File: src/rtl/frame_reader_pkg.sv
// Shared types and default widths for the frame_reader read master.
package frame_reader_pkg;

  localparam int unsigned ADDR_W_DEF = 20;
  localparam int unsigned DATA_W_DEF = 8;
  localparam int unsigned LEN_W_DEF  = 18;
  localparam int unsigned CKSUM_W    = 16;

  typedef enum logic [1:0] {
    IDLE  = 2'd0,
    RUN   = 2'd1,
    DRAIN = 2'd2,
    DONE  = 2'd3
  } state_e;

endpackage

File: src/rtl/frame_reader_byte_fifo.sv
// Small synchronous first-word-fall-through FIFO used as the output buffer of frame_reader.
module byte_fifo #(
  parameter  int unsigned DATA_W = 8,
  parameter  int unsigned DEPTH  = 4,
  localparam int unsigned PTR_W  = (DEPTH > 1) ? $clog2(DEPTH) : 1,
  localparam int unsigned CNT_W  = $clog2(DEPTH + 1)
) (
  input  logic              clk,
  input  logic              rst,
  input  logic              push_i,
  input  logic [DATA_W-1:0] wdata_i,
  input  logic              pop_i,
  output logic [DATA_W-1:0] rdata_o,
  output logic              full_o,
  output logic              empty_o,
  output logic [CNT_W-1:0]  count_o
);

  logic [DATA_W-1:0] mem_q [DEPTH];
  logic [PTR_W-1:0]  wr_q, wr_d, rd_q, rd_d;
  logic [CNT_W-1:0]  cnt_q, cnt_d;
  logic              wr_en, rd_en;

  function automatic logic [PTR_W-1:0] ptr_inc(input logic [PTR_W-1:0] p);
    return (p == PTR_W'(DEPTH - 1)) ? '0 : p + PTR_W'(1);
  endfunction

  assign full_o  = (cnt_q == CNT_W'(DEPTH));
  assign empty_o = (cnt_q == '0);
  assign count_o = cnt_q;
  assign rdata_o = mem_q[rd_q];

  // A push into a full FIFO is legal when the head is popped in the same cycle.
  always_comb begin
    rd_en = pop_i && !empty_o;
    wr_en = push_i && (!full_o || rd_en);
    wr_d  = wr_en ? ptr_inc(wr_q) : wr_q;
    rd_d  = rd_en ? ptr_inc(rd_q) : rd_q;
    cnt_d = cnt_q;
    case ({wr_en, rd_en})
      2'b10:   cnt_d = cnt_q + CNT_W'(1);
      2'b01:   cnt_d = cnt_q - CNT_W'(1);
      default: cnt_d = cnt_q;
    endcase
  end

  always_ff @(posedge clk) begin
    if (rst) begin
      wr_q  <= '0;
      rd_q  <= '0;
      cnt_q <= '0;
    end else begin
      wr_q  <= wr_d;
      rd_q  <= rd_d;
      cnt_q <= cnt_d;
    end
  end

  always_ff @(posedge clk) begin
    if (wr_en) mem_q[wr_q] <= wdata_i;
  end

endmodule

File: src/rtl/frame_reader.sv
// Port-B read master: streams length bytes from base_addr onto a valid/ready interface.
// Optional byte checksum enabled by defining FRAME_READER_CHECKSUM_EN.
module frame_reader
  import frame_reader_pkg::*;
#(
  parameter int unsigned ADDR_W     = ADDR_W_DEF,
  parameter int unsigned DATA_W     = DATA_W_DEF,
  parameter int unsigned LEN_W      = LEN_W_DEF,
  parameter int unsigned RD_LAT     = 1,
  parameter int unsigned FIFO_DEPTH = 4
) (
  input  logic               clk,
  input  logic               rst,
  input  logic               start,
  input  logic [ADDR_W-1:0]  base_addr,
  input  logic [LEN_W-1:0]   length,
  output logic               busy,
  output logic               done,
  output logic [ADDR_W-1:0]  mem_addr,
  input  logic [DATA_W-1:0]  mem_rdata,
  output logic [DATA_W-1:0]  px_data,
  output logic               px_valid,
  input  logic               px_ready,
  output logic [CKSUM_W-1:0] checksum
);

  localparam int unsigned CNT_W = $clog2(FIFO_DEPTH + 1);

  state_e            state_q, state_d;
  logic [LEN_W-1:0]  len_q, len_d;
  logic [LEN_W-1:0]  idx_q, idx_d;
  logic [ADDR_W-1:0] addr_q, addr_d;
  logic [RD_LAT-1:0] pipe_q, pipe_d;

  logic              fifo_push, fifo_pop, fifo_full, fifo_empty;
  logic [CNT_W-1:0]  fifo_count;
  logic              issue, start_acc;
  int unsigned       inflight, occupancy;

  byte_fifo #(
    .DATA_W (DATA_W),
    .DEPTH  (FIFO_DEPTH)
  ) u_fifo (
    .clk     (clk),
    .rst     (rst),
    .push_i  (fifo_push),
    .wdata_i (mem_rdata),
    .pop_i   (fifo_pop),
    .rdata_o (px_data),
    .full_o  (fifo_full),
    .empty_o (fifo_empty),
    .count_o (fifo_count)
  );

  assign px_valid  = !fifo_empty;
  assign fifo_pop  = px_valid && px_ready;
  assign fifo_push = pipe_q[RD_LAT-1];
  assign start_acc = (state_q == IDLE) && start;
  assign busy      = (state_q != IDLE);
  assign done      = (state_q == DONE);
  assign mem_addr  = addr_q;

  // Credit: every outstanding read already owns a FIFO slot, so returned data never overflows.
  always_comb begin
    inflight = 0;
    for (int unsigned i = 0; i < RD_LAT; i++) inflight += 32'(pipe_q[i]);
    occupancy = 32'(fifo_count) + inflight;
    issue     = (state_q == RUN) && (occupancy < FIFO_DEPTH);
    pipe_d[0] = issue;
    for (int unsigned i = 1; i < RD_LAT; i++) pipe_d[i] = pipe_q[i-1];
  end

  always_comb begin
    state_d = state_q;
    len_d   = len_q;
    idx_d   = idx_q;
    addr_d  = addr_q;
    case (state_q)
      IDLE: begin
        if (start_acc) begin
          len_d = length;
          idx_d = '0;
          if (length == '0) begin
            state_d = DONE;
          end else begin
            state_d = RUN;
            addr_d  = base_addr;
          end
        end
      end
      RUN: begin
        if (issue) begin
          addr_d = addr_q + ADDR_W'(1);
          idx_d  = idx_q + LEN_W'(1);
          if (idx_q == len_q - LEN_W'(1)) state_d = DRAIN;
        end
      end
      DRAIN: begin
        if (fifo_empty && (inflight == 0)) state_d = DONE;
      end
      DONE:    state_d = IDLE;
      default: state_d = IDLE;
    endcase
  end

  always_ff @(posedge clk) begin
    if (rst) begin
      state_q <= IDLE;
      len_q   <= '0;
      idx_q   <= '0;
      addr_q  <= '0;
      pipe_q  <= '0;
    end else begin
      state_q <= state_d;
      len_q   <= len_d;
      idx_q   <= idx_d;
      addr_q  <= addr_d;
      pipe_q  <= pipe_d;
    end
  end

  always_ff @(posedge clk) begin
    if (!rst) assert (!(fifo_full && fifo_push && !fifo_pop));
  end

`ifdef FRAME_READER_CHECKSUM_EN
  logic [CKSUM_W-1:0] cks_q, cks_d;

  always_comb begin
    cks_d = cks_q;
    if (start_acc)     cks_d = '0;
    else if (fifo_pop) cks_d = cks_q + CKSUM_W'(px_data);
  end

  always_ff @(posedge clk) begin
    if (rst) cks_q <= '0;
    else     cks_q <= cks_d;
  end

  assign checksum = cks_q;
`else
  assign checksum = '0;
`endif

endmodule

File: config.mk
export PLATFORM = sky130hd
export DESIGN_NAME = frame_reader
export DESIGN_NICKNAME = d
export VERILOG_FILES = /design/src/rtl/frame_reader_pkg.sv /design/src/rtl/frame_reader_byte_fifo.sv /design/src/rtl/frame_reader.sv
export SDC_FILE = /design/constraint.sdc
export NUM_CORES = 1
export LEC_CHECK = 0
export CAP_MARGIN = 20
export CORE_MARGIN = 2
export CORE_UTILIZATION = 35
export CTS_CLUSTER_DIAMETER = 100
export DETAILED_ROUTE_END_ITERATION = 6
export GPL_TIMING_DRIVEN = 0
export PLACE_DENSITY = 0.67
export SLEW_MARGIN = 15
export SYNTH_ARGS = -nofsm -noshare
export SYNTH_HDL_FRONTEND = slang
export SYNTH_SLANG_ARGS = --single-unit
export TNS_END_PERCENT = 5
File: constraint.sdc
create_clock -name clk -period 7.27 [get_ports clk]
set_input_delay 0.727 -clock clk [delete_from_list [all_inputs] [get_ports clk]]
set_output_delay 0.727 -clock clk [all_outputs]
set_load 0.1 [all_outputs]
After elaboration in Yosys (flattened, before gate mapping). Memory sizes are Yosys's and may differ from the RTL's. A register that Yosys moved wholly into a read port is not among the register bits. Index checks and enable logic that the tools add are counted.

Input port bits: 50. RAM bits: 32. Register bits: 66. Memories kept: 1.

Reductions and logical operators: 20. Eq/ne operators: 14. Muxes and demuxes: 20. Magnitude comparators: 1. Add/sub/neg operators: 8.

Memories: u_fifo.mem_q (depth 4, width 8, rd ports 1, clocked after Yosys merged registers in 1, write ports 1, line frame_reader_byte_fifo.sv:19) `logic [DATA_W-1:0] mem_q [DEPTH];`.

Operator list (number): 20-bit two-way mux (3); 20-bit one-hot mux with 2 select lines (1); 18-bit two-way mux (2); 18-bit one-hot mux with 2 select lines (1); 32-bit zero test (1); 20-bit by 1-bit adder with 20-bit output, second input constant (1); 18-bit by 1-bit adder with 18-bit output, second input constant (1); 18-bit equality test (1); 18-bit zero test (1); 2-bit two-way mux (9); 18-bit by 1-bit subtractor with 18-bit output, second input constant (1); 2-bit equality test, second input constant (5); 2-bit != test, second input constant (4); 2-bit one-hot mux with 4 select lines (1); 4-bit AND reduction (2); 1-bit logical AND (6); 3-bit one-hot mux with 2 select lines (1); 2-bit nonzero test (3); 2-bit by 1-bit adder with 2-bit output, second input constant (2); 3-bit by 1-bit adder with 4-bit output (1); 2-bit by 1-bit equality test with 1-bit output, second input constant (2); 4-bit by 3-bit < comparator with 1-bit output, second input constant (1); 3-bit by 1-bit adder with 3-bit output, second input constant (1); 3-bit equality test, second input constant (1); other kinds (9) (11).

Depth between registers and ports, before layout. Gate-level depths: netlist (run 1).

Depth after elaboration: 8. Mapped depth: 11. Mapped depth without buffers: 9.

Modules after synthesis. From an unflattened synthesis (run 1), not the netlist that was laid out.

Cells, all modules: 598. Area, all modules: 5469.0 sq um.

Modules (own cells, without submodules): frame_reader (times used 1, cells an instance 504, area each 3819.9 sq um); byte_fifo (times used 1, cells an instance 94, area each 1649.1 sq um).

Worst setup path after synthesis (run 1). No wires, ideal clock.

Path type: register to register. From: register addr_q[6] (netlist: mem_addr[6]). To: register addr_q[19] (netlist: mem_addr[19]). Path slack: 4.513 ns. Period minus slack after synthesis: 2.757 ns. Data arrival time: 2.625 ns. Library setup time: 0.132 ns. Required time: 7.138 ns. Stages on the path, launching flop included: 8. Path through: dfxtp_1 nand4_1 nor4_1 nand3_1 or2_2 o21a_1 o21ai_0 a21oi_1.

Cells in the longest elaborated chain, start to end: 3.

Ends and longest elaborated chain: start: declaration (line frame_reader.sv:32) `logic [ADDR_W-1:0] addr_q, addr_d;`; start signal: assignment (line frame_reader.sv:117) `addr_q <= addr_d;`; 20-bit by 1-bit adder with 20-bit output (line frame_reader.sv:93) `addr_d = addr_q + ADDR_W'(1);`; 20-bit two-way mux (line frame_reader.sv:92) `if (issue) begin`; 20-bit one-hot mux with 2 select lines (line frame_reader.sv:78) `case (state_q)`.

No other way between the ends. The select of a mux whose other input is x is not followed. A chain may end at the register's enable or synchronous reset.

==> flow_metrics.tcl, run 1 <==
set metrics [dict create \
    fin_crit_ps 3520 \
    finalHoldViolations 0 \
    total_power_w 0.00279 \
    start_util_pct 35.4 \
    grt_pass1_vias 4557 \
    grt_pass1_wl_mm 22.2 \
    critical_path.cell_chain "clkbuf_1, mux4_2, clkdlybuf4s50_1" \
    grt_max_degree 20 \
    worst_ep_arrival_time_ps 2790 \
    post-route-period-util_pct 48.4 \
    num_io_pins 97 \
    firstDrtPassIters 5 \
    vdd_drop_max_v 0.000255 \
    r2r_cells 10 \
    seqPwrFrac_pct 27.8 \
    synth_seq_area_share_pct 43.6 \
    vias 4670 \
    drv_cap 0 \
    synthArstFlopShare_pct 0 \
    p_per_area_nw_per_um2 415 \
    antenna_found_initial 0 \
    cp.depth 3 \
    syn_inst 583 \
    fin_nets 751 \
    die_h_um 127 \
    p_sw_share_pct 50.1 \
    p_int_w 0.00139 \
    ctsResizeCount 0 \
    cp-end-kind "output pin" \
    coreArea_um2 15000 \
    worstSetupPathType "reg -> out" \
    track_usage_pct 17.2 \
    clock_sink_count 100 \
    drive_gt1_share_pct 9.38 \
    clk_path_buf_depth 2 \
    ys.flop_type "dfxtp_1" \
    ys_ff_latch 100 \
    htreeDepth 3 \
    synth_warnings 0 \
    clockRootBuffer "clkbuf_16" \
    synth_edf_count 32 \
    grt.overflow.total 0 \
    avgSynthCellArea_um2 9.13 \
    slowest_stage "clkdlybuf4s50_1" \
    numCtsBuffers 9 \
    ys_types 65 \
    area_growth_syn_to_layout_pct 26.2 \
    status "complete, no violations" \
    post_drt_via_cell_ratio 5.30 \
    path_delay_family "buffers and inverters" \
    insertedDiodeCount 0 \
    relSlewSlack_pct 30.7 \
    numPortBuffers 79 \
    final_util_pct 44.7 \
    grt_setup_unrepaired "no" \
    synth-xor-area-share_pct 6.25 \
    clock_latency_ps 360 \
    wl_per_cell_um 15.5 \
    holdWs_ps 478 \
    muxShareOfSynthArea_pct 4.56 \
    finalWirelength_mm 13.6 \
    fp.dieW_um 127 \
    slowest_delay_ps 980 \
    slew_viol_final 0 \
    dp_hpwl_mm 10.0 \
    synthAdderAreaFrac_pct 3.20 \
    p_leak_nw 2.40 \
    drtIter0Drc 297 \
    p_comb_share_pct 53.9 \
    finClkSkew_ps 8.83 \
    crit_fanout 8 \
    synthSimpleGateAreaFrac_pct 22.4 \
    synth_top_family_by_area "simple AND/OR/NAND/NOR gates" \
    cts_hold_buffers 0 \
    fmax_mhz 284 \
    synth_area_um2 5320 \
    clk_pin_slew_ps 70 \
    finalSetupViolCount 0 \
    synth_compound_area_share_pct 14.2 \
    pwr-share-clk_pct 18.3 \
    cts_setup_buffers 0 \
    tightest_slew_ps 1040 \
    die_area_um2 16200 \
    placementRows 45 \
    hold_path.class "reg -> reg" \
    gp_congestion 0.896 \
    cts_tree "done" \
    remaining_drc_errors 0 \
    setup_tns_ps 0 \
    critPathBufInv 2 \
    postRouteAntennaNets 0 \
    required_ps 6540 \
    holdPathStages 2 \
    p_switching_w 0.00140 \
    cp-start-kind "register" \
]
through the flow:
stage                     instances  worst slack [ps]  area [um2]
final                           881              3750        6720
after global routing            881              3590        6720
after CTS                       881              3690        6720
after detailed placement        865              3670        6410
after global placement          865              3750        6410
after floorplan                 598              4510        5380
power by group through the flow:
stage	sequential (W)	clock (W)	combinational (W)
after floorplan	0.00103	0	0.000882
after global placement	0.000776	0	0.00146
after global routing	0.000789	0.000548	0.00161
after detailed placement	0.000782	0	0.00149
final	0.000775	0.000512	0.00150
after CTS	0.000771	0.000523	0.00150
kinds of logic (layout without fill, tap and decap cells):
family	count (synthesis)	in the layout
buffers and inverters	60	155
AND/OR/NAND/NOR	244	244
adder cells (fa/ha/maj)	13	13
XOR/XNOR	38	38
flip-flops	100	100
other	1	16
AO/OA/AOI/OAI	113	113
multiplexers	14	14
worst register-to-register path: stages, from the launching register on:
cell	delay, ps
dfxtp_1	360
inv_1	90
ha_1	140
clkbuf_1	390
nor2_1	80
a211oi_1	670
nor2b_1	380
clkbuf_1	440
clkbuf_1	430
o21ai_0	180
a21oi_1	160
synthesized netlist by cell type (all sizes together) (6+ instances only):
| cell type | instances | share of area [%] |
|---|---|---|
| xor2 | 22 | 3.6 |
| edfxtp | 32 | 18 |
| or2 | 7 | 0.82 |
| nor2 | 52 | 3.7 |
| nor3 | 18 | 1.9 |
| clkbuf | 24 | 1.7 |
| and2 | 9 | 1.1 |
| a21oi | 43 | 4.0 |
| or3 | 6 | 0.71 |
| ha | 12 | 2.8 |
| xnor2 | 16 | 2.6 |
| mux4 | 8 | 3.4 |
| nand3 | 16 | 1.5 |
| inv | 13 | 0.92 |
| a211oi | 10 | 1.6 |
| buf | 22 | 3.0 |
| nor4 | 11 | 1.3 |
| nand2 | 85 | 6.0 |
| o21ai | 17 | 1.6 |
| nand4 | 11 | 1.3 |
| dfxtp | 68 | 26 |
| nor2b | 7 | 0.82 |
worst paths after layout:
check,to,slack (ps),start
worst max-delay path,px_data[6],3750,register
worst min-delay path,len_q[17],480,len_q[17]
worst max register to register,mem_addr[16],3870,state_q[1]
worst min register to register,len_q[17],480,len_q[17]
per-layer routing:
metal	vias to the layer above	track usage [%]	routed length (um)
met5	-	0	0
met4	0	4.91	218
met3	19	5.61	931
met2	171	28.1	6370
met1	2224	21.9	6110
li1	2256	-	-
area by class of cell:
type / instances / area (um2)
Fill cell: 1428 / 8310
Multi-Input combinational cell: 438 / 2760
Sequential cell: 100 / 2320
Timing Repair Buffer: 79 / 791
Buffer: 46 / 250
Tap cell: 188 / 235
Clock buffer: 9 / 225
Clock inverter: 7 / 87.6
Inverter: 14 / 52.6
sequential cells by signal, summed over array words and instances, names as in the netlist, named ones only:
| signal | flops |
|---|---|
| u_fifo.count_o | 3 |
| u_fifo.rd_q | 2 |
| len_q | 18 |
| u_fifo.wr_q | 2 |
| idx_q | 18 |
| fifo_push | 1 |
| state_q | 2 |
| mem_addr | 20 |
| u_fifo.mem_q | 32 |
placed cells by master (no fill, tap or decap), types with 13 or more instances in the layout:
cell type        instances
a21oi_1                 43
buf_4                   16
clkbuf_1                23
clkdlybuf4s50_1         79
conb_1                  16
dfxtp_1                 68
edfxtp_1                32
inv_1                   13
nand2_1                 85
nand3_1                 16
nor2_1                  52
nor3_1                  17
o21ai_0                 16
xnor2_1                 16
xor2_1                  22
Power figures use the tool's default switching activity.
==> run 2, diff against run 1 <==
--- a/config.mk
+++ b/config.mk
@@ -11,7 +11,7 @@
 export CTS_CLUSTER_DIAMETER = 100
 export DETAILED_ROUTE_END_ITERATION = 6
 export GPL_TIMING_DRIVEN = 0
-export PLACE_DENSITY = 0.67
+export PLACE_DENSITY = 0.69
 export SLEW_MARGIN = 15
 export SYNTH_ARGS = -nofsm -noshare
 export SYNTH_HDL_FRONTEND = slang
==> constraint.sdc (replaced) <==
create_clock -name clk -period 3.1 [get_ports clk]
set_input_delay 0.31 -clock clk [delete_from_list [all_inputs] [get_ports clk]]
set_output_delay 0.31 -clock clk [all_outputs]
set_load 0.1 [all_outputs]
==> run 2 against run 1 <==
Against the previous run: combinational power up 130%; power rose by 130%; clock skew fell by 1.8 ps; highest routed layer unchanged; non-clock buffer count fell by 3; critical path type is now reg -> reg.
==> flow_metrics.tcl, run 2 (same netlist as run 1, synthesis figures left out) <==
set metrics [dict create \
    regMostFlops "u_fifo.mem_q" \
    stdcell_area_um2 6700 \
    stdcell_count 878 \
    clk_pin_slew_ps 70 \
    p_switching_w 0.00324 \
    finalWirelength_mm 12.8 \
    insertedDiodeCount 0 \
    layout.cells.most_common "nand2_1" \
    vias 4470 \
    dr_wl_met2_mm 5.75 \
    start_util_pct 35.4 \
    vdd_drop_max_v 0.000622 \
    numPortBuffers 79 \
    fp.dieW_um 127 \
    firstDrtPassIters 5 \
    grt_pass1_wl_mm 21.0 \
    gp_congestion 0.866 \
    dp_cells 865 \
    clk_path_buf_depth 2 \
    finClkSkew_ps 7.02 \
    fin_nets 748 \
    drive_gt1_share_pct 10.0 \
    finalHoldViolations 0 \
    fmax_mhz 345 \
    worst_ep_arrival_time_ps 3170 \
    grt_pass1_vias 4189 \
    slew_viol_final 0 \
    post_drt_via_cell_ratio 5.09 \
    drtIter0Drc 268 \
    fin_crit_ps 2900 \
    relSlewSlack_pct 31.7 \
    grt_max_degree 22 \
    place_area_um2 6410 \
    pwr-share-clk_pct 17.9 \
    antenna_found_initial 0 \
    cts_tree "done" \
    total_power_w 0.00642 \
    p_per_area_nw_per_um2 957 \
    final_util_pct 44.6 \
    slowest_delay_ps 560 \
    track_usage_pct 16.2 \
    cp-end-kind "register" \
    die_area_um2 16200 \
    post-route-period-util_pct 93.6 \
    remaining_drc_errors 0 \
    wl_per_cell_um 14.6 \
    path_delay_family "simple AND/OR/NAND/NOR gates" \
    crit_fanout 9 \
    p_comb_share_pct 53.8 \
    drv_cap 0 \
    worstSetupPathType "reg -> reg" \
    cts_hold_buffers 0 \
    seqPwrFrac_pct 28.3 \
    clock_sink_count 100 \
    cp-start-kind "register" \
    p_leak_nw 2.40 \
    coreArea_um2 15000 \
    htreeDepth 3 \
    hold_path.class "in -> reg" \
    drt-met1-wl_mm 6.12 \
    dp_hpwl_mm 9.42 \
    p_sw_share_pct 50.5 \
    required_ps 3370 \
    grt_setup_unrepaired "no" \
    top_layer_used "met4" \
    clockRootBuffer "clkbuf_16" \
    num_io_pins 97 \
    largest_reg_flops 32 \
    slowest_stage "or4_4" \
    p_int_w 0.00318 \
    mostFrequentLayoutCells "nand2_1, clkdlybuf4s50_1, dfxtp_1, nor2_1, a21oi_1" \
    finalSetupViolCount 0 \
    numCtsBuffers 9 \
    die_h_um 127 \
    clock_latency_ps 350 \
    grt.overflow.total 0 \
    status "complete, no violations" \
    critical_path.cell_chain "buf_6, inv_1, ha_2, or3b_4, or4_4, or3b_1, a31oi_1, o22a_1, a211oi_1, a211oi_2" \
    area_growth_syn_to_layout_pct 25.9 \
    met3_length_um 822 \
    critPathBufInv 2 \
    tightest_slew_ps 1020 \
    placementRows 45 \
    postRouteAntennaNets 0 \
]
run 2: cell types whose count changed in the layout (fill, tap and decap cells not counted), moves of 2 or more:
cell             change
clkdlybuf4s50_1      -8
clkbuf_1             -3
ha_2                 +2
dlygate4sd2_1        +8
clkinv_8             +2
ha_1                 -2
run 2: power groups by stage:
stage	Clock [W]	Combinational, W	Sequential [W]
floorplan	0	0.00207	0.00243
global placement	0	0.00346	0.00183
detailed placement	0	0.00347	0.00184
CTS	0.00117	0.00346	0.00181
global route	0.00123	0.00372	0.00185
finish	0.00115	0.00346	0.00182
run 2: metal layers:
metal	up-vias	track usage (%)
met4	0	5.37
met2	128	25.1
met5	-	0
li1	2270	-
met1	2061	22.7
met3	11	3.52
run 2: worst min-delay path, cell delays in order:
cell	delay (ps)
clkbuf_1	130
nor2_1	170
a22o_1	150
run 2: final timing paths:
check	start	endpoint	slack, ps	cells after the start
worst max register to register	len_q[0]	state_q[1]	200	10
worst min-delay path	rst	idx_q[1]	440	3
worst min register to register	len_q[17]	len_q[17]	480	2
worst max-delay path	len_q[0]	state_q[1]	200	10
run 2: timing repair:
action | in CTS | in global routing
setup buffers | 0 | 0
setup endpoints to repair | 18 | 13
gates resized for setup | 9 | 5
run 2: metrics by stage:
step / setup WS, ps / setup TNS, ps / hold WS (ps)
after global placement: -137 / -767 / 459
after floorplan: 343 / 0 / 409
after detailed placement: -145 / -719 / 474
after global routing: 35.3 / 0 / 470
final: 199 / 0 / 440
after CTS: 28.7 / 0 / 405
run 2: layout make-up:
class | count | area, um2
fillers | 1452 | 8330
multi-input cells | 438 | 2770
flip-flops and latches | 100 | 2320
repair buffers | 79 | 781
plain buffers | 43 | 239
well taps | 188 | 235
clock buffers | 9 | 225
clock inverters | 7 | 81.3
inverters | 14 | 52.6
==> run 3, diff against run 2 <==
--- a/config.mk
+++ b/config.mk
@@ -6,7 +6,7 @@
 export NUM_CORES = 1
 export LEC_CHECK = 0
 export CAP_MARGIN = 20
-export CORE_MARGIN = 2
+export CORE_MARGIN = 5
 export CORE_UTILIZATION = 35
 export CTS_CLUSTER_DIAMETER = 100
 export DETAILED_ROUTE_END_ITERATION = 6
==> run 3 against run 2 <==
Against the previous run: non-clock buffer count up 1; wire length grew 0.90%; via count shrank 1.3%; combinational power hardly changed; clock power is essentially flat; power hardly changed; die area increased by 9.6%; count of clock-buffer cells in the layout unchanged; setup slack got worse by 26 ps; flip-flop and latch count did not move; first-iteration DRC count increased by 12%; sequential power about the same.
==> flow_metrics.tcl, run 3 (same netlist as run 1, synthesis figures left out) <==
set metrics [dict create \
    largest_reg_flops 32 \
    drive_gt1_share_pct 10.1 \
    antenna_found_initial 0 \
    die_h_um 133 \
    drv_cap 0 \
    status "complete, no violations" \
    post-route-period-util_pct 94.4 \
    mostFrequentLayoutCells "nand2_1, clkdlybuf4s50_1, dfxtp_1, nor2_1, a21oi_1" \
    reg2reg_to "state_q[1]" \
    stdcell_count 879 \
    remaining_drc_errors 0 \
    cp.depth 10 \
    post_drt_via_cell_ratio 5.02 \
    slowest_delay_ps 560 \
    finalHoldViolations 0 \
    grt_max_degree 21 \
    p_per_area_nw_per_um2 958 \
    cts_tree "done" \
    critical_path.cell_chain "clkbuf_2, inv_1, ha_2, or3b_4, or4_4, or3b_1, a31oi_1, o22a_1, a211oi_1, a211oi_2" \
    start_util_pct 35.4 \
    slew_viol_final 0 \
    fmax_mhz 342 \
    worstSetupPathType "reg -> reg" \
    clock_sink_count 100 \
    vdd_drop_max_v 0.000717 \
    firstDrtPassIters 4 \
    wl_per_cell_um 14.7 \
    htreeDepth 3 \
    clockRootBuffer "clkbuf_16" \
    vias 4414 \
    layout.cells.most_common "nand2_1" \
    postRouteAntennaNets 0 \
    drtIter0Drc 301 \
    slowest_stage "or4_4" \
    required_ps 3370 \
    coreArea_um2 15000 \
    regMostFlops "u_fifo.mem_q" \
    tightest_slew_ps 1050 \
    crit_fanout 8 \
    cp-endpoint "state_q[1]" \
    stdcell_area_um2 6700 \
    p_leak_nw 2.40 \
    relSlewSlack_pct 29.7 \
    reg2reg_slack_ps 170 \
    numPortBuffers 79 \
    grt_pass1_wl_mm 20.9 \
    dp_cells 865 \
    r2r_cells 10 \
    num_io_pins 97 \
    clk_path_buf_depth 2 \
    finalSetupViolCount 0 \
    place_area_um2 6410 \
    path_delay_family "simple AND/OR/NAND/NOR gates" \
    hold_path.class "in -> reg" \
    track_usage_pct 14.7 \
    finClkSkew_ps 5.87 \
    area_growth_syn_to_layout_pct 25.8 \
    grt.overflow.total 0 \
    gp_congestion 0.825 \
    dp_hpwl_mm 9.79 \
    finalWirelength_mm 12.9 \
    fin_crit_ps 2930 \
    timing.rr.start "len_q[1]" \
    insertedDiodeCount 0 \
    clk_pin_slew_ps 70 \
    startpoint "len_q[1]" \
    clock_latency_ps 350 \
    cts_setup_buffers 0 \
    grt_setup_unrepaired "no" \
    numCtsBuffers 9 \
    fp.dieW_um 133 \
    cp-start-kind "register" \
    fin_nets 749 \
    grt_pass1_vias 4123 \
    critPathBufInv 2 \
    cp-end-kind "register" \
    worst_ep_arrival_time_ps 3200 \
    placementRows 45 \
    die_area_um2 17800 \
]
==> run 3: changes by cell type in the layout (fill, tap and decap cells not counted), sizes merged <==
cell	delta
clkbuf	+1
clkinv	-2
inv	+2
==> run 3: through the flow <==
| stage | worst slack, ps | power (W) | util (%) | TNS (ps) | hold WS (ps) |
|---|---|---|---|---|---|
| CTS | 8.67 | 0.00645 | 44.5 | 0 | 405 |
| global route | 13.2 | 0.00680 | 44.5 | 0 | 458 |
| finish | 173 | 0.00641 | 44.5 | 0 | 422 |
| detailed placement | -124 | 0.00532 | 42.6 | -687 | 478 |
| global placement | -167 | 0.00530 | 42.6 | -1000 | 474 |
| floorplan | 343 | 0.00449 | - | 0 | 409 |
==> run 3: worst min-delay path by stage <==
stage / from / endpoint / slack [ps] / cells after the start
after floorplan: mem_rdata[0] / u_fifo.mem_q[0][0] / 410 / 0
after global placement: len_q[17] / len_q[17] / 470 / 2
after detailed placement: u_fifo.rd_q[1] / u_fifo.rd_q[1] / 480 / 2
after CTS: rst / idx_q[1] / 410 / 3
after global routing: rst / idx_q[1] / 460 / 3
final: rst / idx_q[1] / 420 / 3
==> run 3: timing repair <==
item / in CTS / in global routing
hold buffers: 0 / 0
pin swaps: 0 / 1
endpoints found under the setup margin: 18 / 12
gates resized for setup: 9 / 5
==> run 3: layout make-up <==
cell class / count / area, um2
fill: 1486 / 8340
clock buffer: 9 / 225
timing repair buffer: 79 / 781
inverter: 14 / 52.6
sequential: 100 / 2320
buffer: 44 / 244
tap: 188 / 235
clock inverter: 7 / 68.8
multi-input combinational: 438 / 2770
==> run 3: metal layers <==
| layer | part of all wire, % | global-route usage (%) | wire length, um |
|---|---|---|---|
| met2 | 46 | 23.4 | 5940 |
| met4 | 0.97 | 3.94 | 126 |
| met5 | 0 | 0 | 0 |
| met3 | 6.5 | 4.68 | 840 |
| met1 | 47 | 19.3 | 6040 |
==> run 3: report_power, final <==
part           switching [W]  internal, W
Combinational        0.00245      0.00103
Clock               0.000546     0.000572
Sequential          0.000245      0.00157
Total                0.00324      0.00317
==> run 3: tightest hold or removal path, stage by stage <==
cell	delay, ps
clkbuf_1	140
nor2_1	150
a22o_1	140
